### src/rtl/shift_add_multiplier.sv
// Sequential shift-and-add multiplier: product = quotient * divisor + remainder.
// One multiplier bit is retired per RUN cycle, so a result takes divisorBITS+2 clocks.
module shift_add_multiplier #(
    parameter int divisorBITS  = 8,
    parameter int dividendBITS = 16,
    parameter int prodBITS     = divisorBITS + dividendBITS
) (
    input  logic                    clock,
    input  logic                    reset,
    input  logic                    start,
    input  logic [dividendBITS-1:0] mul_quotient_in,
    input  logic [divisorBITS-1:0]  mul_divisor_in,
    input  logic [divisorBITS-1:0]  mul_remainder_in,
    output logic [prodBITS-1:0]     mul_product_out,
    output logic                    busy,
    output logic                    done
);

    localparam int CNT_W = (divisorBITS > 1) ? $clog2(divisorBITS) : 1;
    localparam logic [CNT_W-1:0] LAST_ITER = CNT_W'(divisorBITS - 1);

    typedef enum logic [1:0] {
        IDLE = 2'd0,
        RUN  = 2'd1,
        DONE = 2'd2
    } state_t;

    state_t state;
    state_t state_next;

    logic [prodBITS-1:0]    mcand;
    logic [divisorBITS-1:0] mplier;
    logic [prodBITS-1:0]    acc;
    logic [prodBITS-1:0]    acc_next;
    logic [CNT_W-1:0]       count;
    logic                   last_iter;

    // Shifted multiplicand contributes only when the current multiplier bit is set.
    function automatic logic [prodBITS-1:0] partial_term(
        input logic [prodBITS-1:0] m,
        input logic                bit_set
    );
        return bit_set ? m : '0;
    endfunction

    assign last_iter = (count == LAST_ITER);
    assign acc_next  = acc + partial_term(mcand, mplier[0]);

    always_ff @(posedge clock or posedge reset) begin
        if (reset) begin
            state <= IDLE;
        end else begin
            state <= state_next;
        end
    end

    always_comb begin
        state_next = state;
        case (state)
            IDLE:    if (start) state_next = RUN;
            RUN:     if (last_iter) state_next = DONE;
            DONE:    state_next = IDLE;
            default: state_next = IDLE;
        endcase
    end

    always_comb begin
        busy = (state != IDLE);
        done = (state == DONE);
    end

    // Product register is written only on the RUN->DONE step, so it stays put between results.
    always_ff @(posedge clock or posedge reset) begin
        if (reset) begin
            mcand           <= '0;
            mplier          <= '0;
            acc             <= '0;
            count           <= '0;
            mul_product_out <= '0;
        end else begin
            case (state)
                IDLE: begin
                    if (start) begin
                        mcand  <= prodBITS'(mul_quotient_in);
                        mplier <= mul_divisor_in;
                        acc    <= prodBITS'(mul_remainder_in);
                        count  <= '0;
                    end
                end
                RUN: begin
                    acc    <= acc_next;
                    mcand  <= mcand << 1;
                    mplier <= mplier >> 1;
                    count  <= count + 1'b1;
                    if (last_iter) begin
                        mul_product_out <= acc_next;
                    end
                end
                default: begin
                end
            endcase
        end
    end

endmodule

### config.mk
export PLATFORM = sky130hd
export DESIGN_NAME = shift_add_multiplier
export DESIGN_NICKNAME = d
export VERILOG_FILES = /design/src/rtl/shift_add_multiplier.sv
export SDC_FILE = /design/constraint.sdc
export NUM_CORES = 1
export LEC_CHECK = 0
export CORE_MARGIN = 2
export CORE_UTILIZATION = 56
export CTS_CLUSTER_DIAMETER = 120
export DETAILED_ROUTE_END_ITERATION = 10
export MAX_ROUTING_LAYER = met4
export PLACE_DENSITY = 0.8
export SLEW_MARGIN = 15
export SYNTH_ARGS = -nofsm -noshare
export SYNTH_HDL_FRONTEND = slang
export SYNTH_SLANG_ARGS = --single-unit
export TNS_END_PERCENT = 30
### constraint.sdc
create_clock -name clock -period 3.4 [get_ports clock]
set_input_delay 0.85 -clock clock [delete_from_list [all_inputs] [get_ports clock]]
set_output_delay 0.85 -clock clock [all_outputs]
set_load 0.05 [all_outputs]
== Word level (Yosys, flattened, before mapping) ==
Index checks and enable logic that the tools add are counted.
Operators by class
  $add $sub $neg: 2
  $mul: 0
  divide/modulo/power cells: 0
  order comparisons: 0
  eq/ne operators: 5
  shift operators: 0
  mux-type cells: 12
  bitwise logic cells: 0
  reduce and logical (&&, ||, !) cells: 6
Operators with widths (number)
  $pmux 24 s2: 2
  $mux 24: 3
  $add 24x24->24: 1
  $pmux 8 s2: 1
  $mux 8: 1
  $pmux 3 s2: 1
  $reduce_and 2->1: 3
  $mux 2: 2
  $ne 2x2->1 const B: 2
  $pmux 2 s2: 1
  $reduce_bool 2->1: 2
  $add 3x1->3 const B: 1
  $eq 3x3->1 const B: 1
  $mux 3: 1
  $eq 2x1->1 const B: 1
  $eq 2x2->1 const B: 1
  $logic_not 2->1: 1
Storage, ports and cells
  register bits after elaboration: 85
  bits in latches: 0
  RAM bits: 0
  ROM bits: 0
  input bits: 35
  output and inout port bits: 26
  word-level logic and storage cells: 31
  memories kept: 0

== Depth between registers and ports, before layout ==
  word-level depth: 3
  depth in mapped cells: 11
  depth with buffers taken out: 10

== Least setup slack after synthesis ==
No wires, ideal clock.
  kind: flip-flop to flip-flop
  start: reg mplier[0]
  end: reg acc[22]
  library setup time: 0.147 ns
  arrival time: 2.539 ns
  required time: 3.253 ns
  slack: 0.714 ns
  stages on the path, launching flop included: 12
  buffers on the path: 1
  period minus slack after synthesis: 2.686 ns
  path through: dfrtp_1 > clkbuf_1 > and2_1 > ha_1 > fa_1 > a21oi_1 > o22ai_1 > o21ai_0 > nand2_1 > a41oi_1 > mux2i_1 > o311ai_0
Between the ends
  cells in the longest elaborated chain, start to end: 3
Ends and longest elaborated chain
  start, declared: line 32  | logic [divisorBITS-1:0] mplier;
  start signal, assigned: line 85  | mplier <= mul_divisor_in;
  start signal, assigned: line 93  | mplier <= mplier >> 1;
  $mux 24: line 43  | return bit_set ? m : '0;
  $add 24x24->24: line 47  | assign acc_next = acc + partial_term(mcand, mplier[0]);
  $pmux 24 s2: line 81  | case (state)
  end signal, assigned: line 86  | acc <= prodBITS'(mul_remainder_in);
  end signal, assigned: line 91  | acc <= acc_next;
  end, declared: line 33  | logic [prodBITS-1:0] acc;
No other way between the ends.
A chain may end at the register's enable or synchronous reset.

== Worst setup path in the final report ==
Same ends and word-level chain as after synthesis.

==> impl_metrics.toml <==
[sta]
fmax_ghz = 0.3318
tns_ps = 0
finalCritPeriodShare_pct = 88.66
drv_slew = 0
finalHoldViolCount = 0
finalCriticalPeriod_ps = 3014
tightest_slew_ps = 812.7
grt_setup_unrepaired = "false"
skew_ps = 13.55
max-slew-margin-rel_pct = 45.82
whs_ps = 480.4
setup_viol = 0

[synth]
synth-seq-cells = 85
yosysTopAreaCell = "dfrtp_1"
synthAdderAreaFrac_pct = 6.663
ys.flop_type = "dfrtp_1"
synth.avg_cell_area_um2 = 9.354
synth_cell_types = 57
async_reset_ff_share_pct = 100.0
synth_compound_area_share_pct = 22.65
synthesis.nets = 595
netlist_area_mm2 = 0.004995
synthCells = 534
yosysWarnings = 0
synth_xor_area_share_pct = 3.607
muxShareOfSynthArea_pct = 3.056
synth-edff-count = 0
yosysTopAreaCellShare_pct = 42.59
synth-simple-area-share_pct = 18.29
synth_top_family_by_area = "compound AO/OA/AOI/OAI gates"
seq_area_frac_synth_pct = 42.59
netlist_top_cells_area = "dfrtp_1 43%, and2_1 6.3%, ha_1 6.3%"

[die]
core_mm2 = 0.008678
rows = 34
die_w_um = 98.44
die_h_um = 98.44
io_pins = 61
initial_utilization_pct = 57.55
die_area_mm2 = 0.009690

[cells_and_area]
final_cell_mix = "84 x dfrtp_1, 60 x clkdlybuf4s50_1, 58 x nand2_1"
num-fill-cells = 682
final_common_cell = "dfrtp_1"
area_growth_syn_to_layout_pct = 18.81
seqCellArea_mm2 = 0.002128
final_nets = 639
postLayoutCoreUtil_pct = 68.38
multi_input_area_mm2 = 0.002713
layout-drive-gt1-share_pct = 7.376
n_antenna_cell = 0

[routing]
drt-total-wl_um = 12370
drt_iter0_markers = 167
vias = 4240
postRouteAntennaNets = 0
first_pass_iters = 5
vias_per_cell = 6.136
avgRoutedWirePerCell_um = 17.91
drc = 0

[pwr]
cellLeakagePower_uw = 0.002717
p_per_area_mw_per_mm2 = 927.4
peakVddDrop_mv = 0.5574

[worst_setup_path]
cp-startpoint = "mplier[0]"
cp_top_family = "compound AO/OA/AOI/OAI gates"
path_class = "register to register"
crit_buf_inv = 0
startpoint_type = "register"
cp-end-kind = "register"
r2r_start = "mplier[0]"
worstPathCellList = "and2_1, ha_1, fa_1, a21oi_1, o22ai_1, o21ai_0, nand2_1, a41oi_1, mux2i_1, o311ai_0"
path_max_fanout = 25
critical-path-slowest-cell = "dfrtp_2"
required_ps = 3610
reg2reg_depth = 10
arrival_ps = 3220
path_depth = 10
slowest_delay_ps = 560

[grt]
grt_max_degree = 53
grt_pass1_vias = 4216
grt.total_usage_pct = 27.49
gr-total-overflow = 0
antenna_found_initial = 0
grt_pass1_wl_um = 20950

[flow_run]
drv_cap = 0

[cts]
holdBufCountCts = 0
htree_levels = 3
clockRootBuffer = "clkbuf_8"
cts_made_buffers = 9
cts_tree = "yes"
clock-sinks = 85
clockBufferDepth = 2
postCtsSetupRepairBufs = 0
path_clk_slew_ps = 90
ctsResizeCount = 0
clk_latency_ps = 350

[worst_hold_path]
hold_path.class = "register to register"
hold_start = "mul_product_out[10]"
whs_path_depth = 2

[placed_design]
dp_hpwl_um = 8626
io_buffers = 60
gp_congestion = 0.8856

[outcome]
outcome = "finished, final reports clean"
tightest hold or removal path, stage by stage (launching register included):
cell and delay [ps]:
dfrtp_1 350, nand2_1 40, o21ai_0 60
sequential cells by signal (all words and copies together) (netlist names):
register,count
acc,24
count,3
mcand,24
mplier,8
mul_product_out,24
state,2
cells in the mapped netlist (3+ instances only):
library cell  instances
dfrtp_1              85
nand2_1              58
and2_1               50
o21ai_0              49
clkbuf_1             31
a21oi_1              29
a31oi_1              26
ha_1                 25
nor2_1               20
a22o_1               19
a21o_1               14
and3_1               10
mux2_2               10
xnor2_1               9
xor2_1                9
nor2b_1               8
inv_1                 6
nand3_1               6
nor3_1                5
buf_1                 4
mux2i_1               4
a221o_1               3
and4_1                3
nand2b_1              3
nor3b_1               3
o211ai_1              3
o22a_1                3
where the power goes:
group | internal (µW) | total [µW] | switching, µW | leakage, µW
combinational | 1110 | 2860 | 1750 | 0.00151
sequential | 1430 | 1730 | 297 | 0.00108
clock | 530 | 910 | 380 | 0.000126
total | 3070 | 5500 | 2430 | 0.00272
kinds of logic (layout without fill, tap and decap cells):
kind of cell,count (synthesis),after routing
flip-flops,85,85
XOR/XNOR,19,19
AO/OA/AOI/OAI,172,172
AND/OR/NAND/NOR,176,176
multiplexers,14,14
buffers and inverters,42,91
adder cells (fa/ha/maj),26,26
layout make-up:
| cell class | instances | area share (%) |
|---|---|---|
| Multi-Input combinational cell | 407 | 45.71 |
| Sequential cell | 85 | 35.86 |
| Timing Repair Buffer | 68 | 11.34 |
| Clock buffer | 11 | 2.551 |
| Tap cell | 108 | 2.277 |
| Clock inverter | 5 | 1.792 |
| Inverter | 7 | 0.4638 |
per-layer routing:
metal  routed length (µm)  vias to the layer above  GRT usage, %  part of all wire [%]
met5                    0                        -             -                     0
li1                     -                     2010             -                     -
met4                  212                        0         7.798                   1.7
met1                 5504                     2067         37.77                    44
met2                 6005                      144         43.28                    49
met3                  652                       19         3.688                   5.3
path summary, 6_finish.rpt:
kind	to	slack, ps
hold / removal	mul_product_out[10]	480
setup / recovery	acc[22]	390
max in group asynchronous	mplier[0]	1850
setup reg to reg	acc[22]	390
hold reg to reg	mul_product_out[10]	480
min in group asynchronous	mul_product_out[9]	870
through the flow:
step	instances	total power [µW]	setup WS, ps	area [µm²]
after floorplan	534	3752	356.5	4995
after global placement	675	4498	396.9	5675
after detailed placement	675	4591	229.8	5675
after CTS	691	5510	228.8	5933
after global routing	691	5886	75.72	5934
final	691	5504	385.7	5934
No activity file was read; power rests on OpenSTA's default activity.
